==> src/rtl/score_digit_scheduler.sv <==
// score_digit_scheduler
//   Holds a packed-BCD player score and accepts point additions over a
//   valid/ready handshake. An accepted add ripples a decimal carry through
//   the digits one digit per clock, starting at digit 0. A free-running scan
//   walks the digits onto one shared BCD decoder. digit_sel is delayed one
//   extra cycle so that it lines up with the decoder's registered output.
//
// Ports
//   clk        system clock, rising edge
//   rst        asynchronous active-high reset
//   clear      synchronous score clear; highest priority
//   add_valid  point-add request
//   add_value  points to add; values 10..15 are clamped to 9
//   add_ready  add can be accepted this cycle
//   bcd_out    digit currently presented to the shared decoder
//   digit_sel  one-hot digit index, aligned with the decoder output
//   score_bcd  live packed score; digit k sits at [4k+3:4k]
//   overflow   sticky flag; the score wrapped past all nines
module score_digit_scheduler #(
    parameter int NUM_DIGITS = 4,
    parameter int SCAN_DIV   = 1000
) (
    input  logic                    clk,
    input  logic                    rst,
    input  logic                    clear,
    input  logic                    add_valid,
    input  logic [3:0]              add_value,
    output logic                    add_ready,
    output logic [3:0]              bcd_out,
    output logic [NUM_DIGITS-1:0]   digit_sel,
    output logic [4*NUM_DIGITS-1:0] score_bcd,
    output logic                    overflow
);

    localparam int KW = (NUM_DIGITS > 1) ? $clog2(NUM_DIGITS) : 1;
    localparam int DW = (SCAN_DIV > 1) ? $clog2(SCAN_DIV) : 1;
    localparam logic [KW-1:0] LAST_K   = KW'(NUM_DIGITS - 1);
    localparam logic [DW-1:0] LAST_DIV = DW'(SCAN_DIV - 1);

    typedef enum logic {IDLE, ADD} state_t;

    state_t                     state;
    logic [NUM_DIGITS-1:0][3:0] digit;
    logic [KW-1:0]              k;
    logic [3:0]                 addend;

    logic [3:0] cur_digit;
    logic [4:0] sum;
    logic [4:0] sum_adj;
    logic [3:0] clamped;

    // Scan state
    logic [DW-1:0] div;
    logic [KW-1:0] idx;
    logic [KW-1:0] idx_d;

    // ------------------------------------------------------------------
    // Add datapath: one digit per cycle. addend holds the clamped value
    // for digit 0 and the carry (1) for all later digits.
    // ------------------------------------------------------------------
    always_comb begin
        cur_digit = digit[k];
        sum       = {1'b0, cur_digit} + {1'b0, addend};
        sum_adj   = sum - 5'd10;
        clamped   = (add_value > 4'd9) ? 4'd9 : add_value;
    end

    // Ready drops while clear is asserted, so a clear and an add in the
    // same cycle never accept the add. It is also held low during reset.
    assign add_ready = (state == IDLE) && !clear && !rst;
    assign score_bcd = digit;

    always_ff @(posedge clk or posedge rst) begin
        if (rst) begin
            state    <= IDLE;
            digit    <= '0;
            k        <= '0;
            addend   <= '0;
            overflow <= 1'b0;
        end else if (clear) begin
            // Abandons any add in flight. The scan is left untouched.
            state    <= IDLE;
            digit    <= '0;
            k        <= '0;
            overflow <= 1'b0;
        end else begin
            case (state)
                IDLE: begin
                    if (add_valid && add_ready) begin
                        addend <= clamped;
                        k      <= '0;
                        state  <= ADD;
                    end
                end
                ADD: begin
                    if (sum >= 5'd10) begin
                        digit[k] <= sum_adj[3:0];
                        addend   <= 4'd1;
                        if (k == LAST_K) begin
                            // The carry fell off the top digit. The score
                            // wraps modulo 10^NUM_DIGITS.
                            overflow <= 1'b1;
                            state    <= IDLE;
                        end else begin
                            k <= k + 1'b1;
                        end
                    end else begin
                        // No carry, so the higher digits are already final.
                        digit[k] <= sum[3:0];
                        state    <= IDLE;
                    end
                end
                default: state <= IDLE;
            endcase
        end
    end

    // ------------------------------------------------------------------
    // Scan: a divider sets how long each digit holds the decoder. bcd_out
    // samples the live digit every cycle, so partial add results show up
    // too. digit_sel uses the index from one cycle earlier, which matches
    // the decoder's one-cycle register.
    // ------------------------------------------------------------------
    always_ff @(posedge clk or posedge rst) begin
        if (rst) begin
            div       <= '0;
            idx       <= '0;
            idx_d     <= '0;
            bcd_out   <= 4'd0;
            digit_sel <= '0;
        end else begin
            if (div == LAST_DIV) begin
                div <= '0;
                idx <= (idx == LAST_K) ? '0 : idx + 1'b1;
            end else begin
                div <= div + 1'b1;
            end
            bcd_out   <= digit[idx];
            idx_d     <= idx;
            digit_sel <= NUM_DIGITS'(1) << idx_d;
        end
    end

endmodule

==> config.mk <==
export PLATFORM = sky130hd
export DESIGN_NAME = score_digit_scheduler
export DESIGN_NICKNAME = d
export VERILOG_FILES = /design/src/rtl/score_digit_scheduler.sv
export SDC_FILE = /design/constraint.sdc
export NUM_CORES = 1
export LEC_CHECK = 0
export BUFFER_PORTS_ARGS = -buffer_cell sky130_fd_sc_hd__buf_2
export CAP_MARGIN = 20
export CORE_UTILIZATION = 55
export CTS_CLUSTER_SIZE = 24
export DETAILED_ROUTE_END_ITERATION = 7
export PLACE_DENSITY = 0.83
export SLEW_MARGIN = 25
export SYNTH_ARGS = -nofsm -noshare
export SYNTH_HDL_FRONTEND = slang
export SYNTH_SLANG_ARGS = --single-unit
==> constraint.sdc <==
create_clock -name clk -period 4.6 [get_ports clk]
set_input_delay 0.23 -clock clk [delete_from_list [all_inputs] [get_ports clk]]
set_output_delay 0.23 -clock clk [all_outputs]
set_load 0.1 [all_outputs]
## Word level (Yosys, flattened, before mapping)

Cells that the tools add are included.

| operators by class | value |
|---|---|
| add/subtract/negate cells | 5 |
| $lt $le $gt $ge | 5 |
| eq/ne operators | 8 |
| shifts and indexed selects | 1 |
| multiplexer cells | 31 |
| bitwise gates (word level) | 2 |
| reductions and logical operators | 12 |

Operators with widths:

| cell | count |
|---|---|
| 16-bit two-way mux | 3 |
| 16-bit bitwise mux | 2 |
| 4-bit two-way mux | 6 |
| 4-bit binary-select mux with 2-bit select | 2 |
| 10-bit by 1-bit adder with 10-bit output (second input constant) | 1 |
| 10-bit equality test (second input constant) | 1 |
| 10-bit two-way mux | 1 |
| 2-bit two-way mux | 5 |
| 3-bit AND reduction | 3 |
| 4-bit demux with 2-bit select | 1 |
| 1-bit two-way mux | 8 |
| 4-bit case mux with 2 select lines | 1 |
| 2-bit by 3-bit less-than comparator with 1-bit output (second input constant) | 2 |
| 3-bit by 2-bit != test with 1-bit output (second input constant) | 2 |
| 2-bit nonzero test | 3 |
| 4-bit by 4-bit adder with 5-bit output | 1 |
| 5-bit by 4-bit greater-or-equal comparator with 1-bit output (second input constant) | 1 |
| 2-bit by 1-bit adder with 2-bit output (second input constant) | 2 |
| 2-bit equality test (second input constant) | 2 |
| 4-bit greater-than comparator (second input constant) | 1 |
| 1-bit logical AND | 4 |
| 2-bit by 1-bit != test with 1-bit output (second input constant) | 2 |
| 2-bit case mux with 2 select lines | 1 |
| 1-bit by 2-bit << shifter with 4-bit output (first input constant) | 1 |
| other kinds (6) | 8 |

| storage, ports and cells | value |
|---|---|
| flip-flop bits (word level) | 46 |
| bits of input ports | 8 |
| output and inout port bits | 26 |
| word-level logic and storage cells | 77 |

## Logic depth before layout (Yosys ltp)

| logic depth | value |
|---|---|
| depth after elaboration | 8 |
| mapped depth | 12 |
| depth with buffers taken out | 11 |

## Worst setup path after synthesis

OpenSTA, ideal clock, no wires.

| timing | value |
|---|---|
| path type | reg2reg |
| from | reg digit (netlist bit score_bcd[12]) |
| to | reg k[0] |
| library setup time | 125 ps |
| data arrival time | 3387 ps |
| data required time | 4475 ps |
| setup slack | 1088 ps |
| cell stages (with the launch flop) | 11 |
| path buffers | 0 |
| clock period less this slack | 3512 ps |
| cells stage by stage | dfrtp_1 -> mux4_2 -> ha_1 -> fa_1 -> xor2_1 -> inv_1 -> ha_1 -> o21ai_2 -> o221ai_1 -> nor3_2 -> mux2_2 |

| on the way | value |
|---|---|
| word-level cells in the longest chain between the ends | 6 |

Ends and longest elaborated chain:

| item | RTL line | RTL |
|---|---|---|
| from (decl) | 43 | `logic [NUM_DIGITS-1:0][3:0] digit;` |
| from (signal, indexed assignment) | 97 | `digit[k] <= sum_adj[3:0];` |
| from (signal, indexed assignment) | 109 | `digit[k] <= sum[3:0];` |
| 4-bit binary-select mux with 2-bit select | 62 | `cur_digit = digit[k];` |
| 4-bit two-way mux (not written as such) | 62 |  |
| 4-bit by 4-bit adder with 5-bit output | 63 | `sum = {1'b0, cur_digit} + {1'b0, addend};` |
| 5-bit by 4-bit greater-or-equal comparator with 1-bit output | 96 | `if (sum >= 5'd10) begin` |
| 3-bit by 2-bit != test with 1-bit output (no source line) | -- |  |
| 3-bit AND reduction (no source line) | -- |  |
| to (signal assigned) | 105 | `k <= k + 1'b1;` |
| to (decl) | 44 | `logic [KW-1:0] k;` |

No other way between the ends. The select of a mux whose other input is x is not followed.
A chain may end at the register's enable or synchronous reset.

## Worst setup path in the final report

| timing | value |
|---|---|
| from | reg k[0] |
| to | reg digit (netlist bit score_bcd[10]) |

| on the way | value |
|---|---|
| word-level cells in the longest chain between the ends | 8 |
| elaborated cells on any way between the ends | 15 |
| those cells by class | add/sub: 2; order compare: 3; mux: 9; reduce/logical: 1 |

Ends and longest elaborated chain:

| item | RTL line | RTL |
|---|---|---|
| 4-bit binary-select mux with 2-bit select, or another cell as far along | 62 |  |
| 4-bit two-way mux (not written as such) or 1-bit logical AND (tied branches) | 62, 97, 109 |  |
| 4-bit by 4-bit adder with 5-bit output or 4-bit two-way mux (tied branches) | 63, 97, 109 |  |
| 4-bit subtractor or 4-bit demux with 2-bit select (tied branches) | 64, 97, 109 |  |
| 16-bit bitwise mux, on equally long branches | 97, 109 |  |
| 16-bit two-way mux * | 96 |  |
| 16-bit two-way mux * | 87 | `case (state)` |
| 16-bit two-way mux * | 80 | `end else if (clear) begin` |

Every way passes the cells marked *; elsewhere a longest branch is shown, timed or not. The select of a mux whose other input is x is not followed.

==> run_results.csv <==
group,metric,value,unit
outcome,status,"complete, no violations",
synthesis,synth_compound_area_share,12.4,%
floorplan,start_util,58.7,%
synthesis,synth_mux_area_share,10.1,%
cts,clock_latency,300,ps
cts,cts-buffers-inserted,5,
power_and_ir_drop,vdd_drop_max,177,uV
power_and_ir_drop,pwr-share-clk,23.5,%
placement,io_buffer_count,33,
synthesis,synth_xor_area_share,2.92,%
power_and_ir_drop,comb_power_share,39.4,%
global_routing,antenna_found_initial,0,
floorplan,rows,23,
floorplan,die_h,68.0,um
floorplan,die_w,68.0,um
floorplan,core_area,0.00409,mm^2
timing,fin_crit_sh,75.8,%
timing,final-hold-violation-count,0,
synthesis,ys_warn_count,0,
timing,timing.slew.headroom,61.6,%
global_routing,grt_max_degree,47,
layout,drive_gt1_share,23.7,%
cts,cts_tree,"yes",
timing,worstMarginPinSlew,567,ps
synthesis,async_reset_ff_share,100,%
cts,path_clk_slew,90,ps
synthesis,syn_nets,241,
detailed_routing,via_per_inst,5.85,
critical_path,crit_fanout,8,
placement,hpwl,3350,um
timing,finalSetupViolations,0,
power_and_ir_drop,pwr-share-seq,37.2,%
layout,final_core_util,66.6,%
placement,place.gp.congestion,0.828,
critical_path,timing.rr.end,"score_bcd[10]",
cts,post-cts-setup-buffer-count,0,
timing,clock_skew,6.29,ps
synthesis,synth_edf_count,0,
detailed_routing,drt-total-wl,4760,um
synthesis,syn_avg_cell_area,10.8,um^2
power_and_ir_drop,power_density,469,mW/mm^2
critical_path,crit_arrival,3650,ps
timing,clock.fmax,287,MHz
floorplan,io_pins,34,
synthesis,ys.flop_type,"dfrtp_1",
job,drv_cap,0,
synthesis,synth_seq_cells,46,
placement,placed_cells,299,
layout,num_antenna_cells,0,
critical_path,rr_startpoint,"k[0]",
layout,syn_to_final_growth,13.5,%
critical_path,reg2reg_depth,10,
timing,maxSlewViolCount,0,
synthesis,synth_cell_type_count,45,
power_and_ir_drop,total_power,1.28,mW
synthesis,post_synth_fa_ha_maj_area_fraction,6.58,%
cts,cts.path.max_buffers,2,
critical_path,timing.critical_path.to_type,"register",
synthesis,synth_top_family_by_area,"simple AND/OR/NAND/NOR gates",
detailed_routing,vias,1796,
layout,nets,276,
detailed_routing,ant_nets,0,
global_routing,grt_pass1_wl,7840,um
floorplan,die_area,0.00463,mm^2
timing,rsz0062_at_grt,"false",
detailed_routing,drtIter0Drc,120,
power_and_ir_drop,p_leak,1.31,nW
critical_path,reg2reg_setup_slack,1110,ps
synthesis,synth_simple_gate_area_share,17.2,%
critical_path,cp-start-kind,"register",
synthesis,syn-instance-count,221,
worst_hold_path,worst_hold_path_type,"in -> async",
detailed_routing,wl_per_cell,15.5,um
critical_path,critical_path_required,4760,ps
layout,final_cells,307,
critical_path,crit_path_end,"score_bcd[10]",
power_and_ir_drop,swShare,39.5,%
detailed_routing,dr.pass1.iters,4,
critical_path,path_class,"reg -> reg",
power_and_ir_drop,p_switching,504,uW
cts,ctsHoldBuffers,0,
timing,tns,0,ps
synthesis,synth_area,0.00240,mm^2
global_routing,grt_overflow,0,
cts,htree_num_levels,2,
cts,clock_sinks,46,
cts,root_buffer,"clkbuf_8",
global_routing,grtUsageTotal,23.5,%
critical_path,cp-startpoint,"k[0]",
synthesis,yosysSeqAreaShare,48.0,%
global_routing,grt_pass1_vias,1640,
detailed_routing,drc,0,
cts,cts.repair.resized,0,
power_and_ir_drop,internal_power,773,uW
timing,period_minus_slack,3490,ps
-- worst min path at each step --
stage,to,slack (ps),cells after the start
after floorplan,addend[1],370,2
after global placement,addend[0],430,3
after detailed placement,addend[0],430,3
after CTS,addend[0],90,3
after global routing,state,130,3
final,addend[0],70,3
-- Yosys cell counts, types with 2 or more instances --
library cell	count	area, um^2
a21o_1	2	15.0
dfrtp_1	46	1150
nor2_1	25	93.8
nor3b_1	2	15.0
mux2_4	2	30.0
o21a_1	3	22.5
xnor2_1	4	35.0
nor4b_1	2	17.5
a211oi_1	2	15.0
nor3_1	5	25.0
xor2_1	4	35.0
a311oi_1	5	43.8
nand2_1	20	75.1
a22oi_1	3	22.5
inv_1	12	45.0
o21ai_0	12	60.1
clkbuf_1	6	22.5
a21oi_1	6	30.0
nand3_1	14	70.1
mux2i_1	2	20.0
a211o_1	2	17.5
mux4_2	8	180
nor2b_1	2	12.5
ha_1	11	138
-- power groups by stage --
stage / combinational (mW) / sequential (mW) / clock [mW]
2_1_floorplan: 0.322 / 0.568 / 0
3_3_place_gp: 0.486 / 0.482 / 0
3_5_place_dp: 0.498 / 0.482 / 0
4_1_cts: 0.499 / 0.475 / 0.307
5_1_grt: 0.550 / 0.481 / 0.320
6_report: 0.503 / 0.475 / 0.299
-- final cells by class --
| cell class | instances | area [um^2] |
|---|---|---|
| tap | 50 | 62.6 |
| timing repair buffer | 34 | 173 |
| sequential | 46 | 1150 |
| multi-input combinational | 157 | 1180 |
| inverter | 12 | 45.0 |
| clock buffer | 6 | 72.6 |
| clock inverter | 2 | 37.5 |
| fill | 317 | 1370 |
-- per-layer routing --
layer | part of all wire [%] | GRT usage, % | vias to the layer above
met5 | 0 | 0 | -
met4 | 2.3 | 10.4 | 0
met3 | 7.1 | 5.67 | 10
met2 | 45 | 35.0 | 73
met1 | 45 | 32.5 | 851
li1 | - | - | 862
-- stage by stage --
stage               setup WS (ps)  hold WS (ps)  cell area (um^2)
finish                       1110          67.3              2720
global route                  839           134              2720
CTS                          1080          94.7              2720
detailed placement           1120           433              2610
global placement             1240           427              2610
floorplan                    1090           369              2400
-- cell usage in the layout, fill, tap and decap left out, types with 2 or more instances in the layout --
| cell type | n |
|---|---|
| xor2_1 | 4 |
| nand3_1 | 14 |
| o21ai_0 | 12 |
| mux2i_1 | 2 |
| buf_2 | 33 |
| a21o_1 | 2 |
| xnor2_1 | 4 |
| nor4b_1 | 2 |
| ha_1 | 11 |
| a211oi_1 | 2 |
| dfrtp_1 | 46 |
| nand2_1 | 20 |
| a22oi_1 | 3 |
| a21oi_1 | 6 |
| clkbuf_8 | 5 |
| a211o_1 | 2 |
| o21a_1 | 3 |
| a311oi_1 | 5 |
| inv_1 | 11 |
| mux2_4 | 2 |
| nor3_1 | 5 |
| nor3b_1 | 2 |
| nor2_1 | 25 |
| nor2b_1 | 2 |
| mux4_2 | 8 |
-- state kept, by name, indices dropped and copies added (netlist names), 2 cells and up --
signal / cells
digit_sel: 4
idx: 2
div: 10
addend: 4
score_bcd: 16
k: 2
idx_d: 2
bcd_out: 4
-- critical path, stage by stage (launching register included) --
cell and delay, ps:
dfrtp_1 570, mux4_2 560, ha_1 220, fa_1 440
xor2_1 290, inv_1 80, ha_1 280, o21ai_2 130
o21bai_4 110, o311ai_1 500, o21ai_0 160
-- cell families (layout without fill, tap and decap cells) --
family,after synthesis,after routing
mux,13,13
compound gates,43,43
buf+inv,18,54
fa+ha+maj,12,12
simple gates,81,81
xor+xnor,8,8
flops,46,46
(Power assumes the default switching activity.)
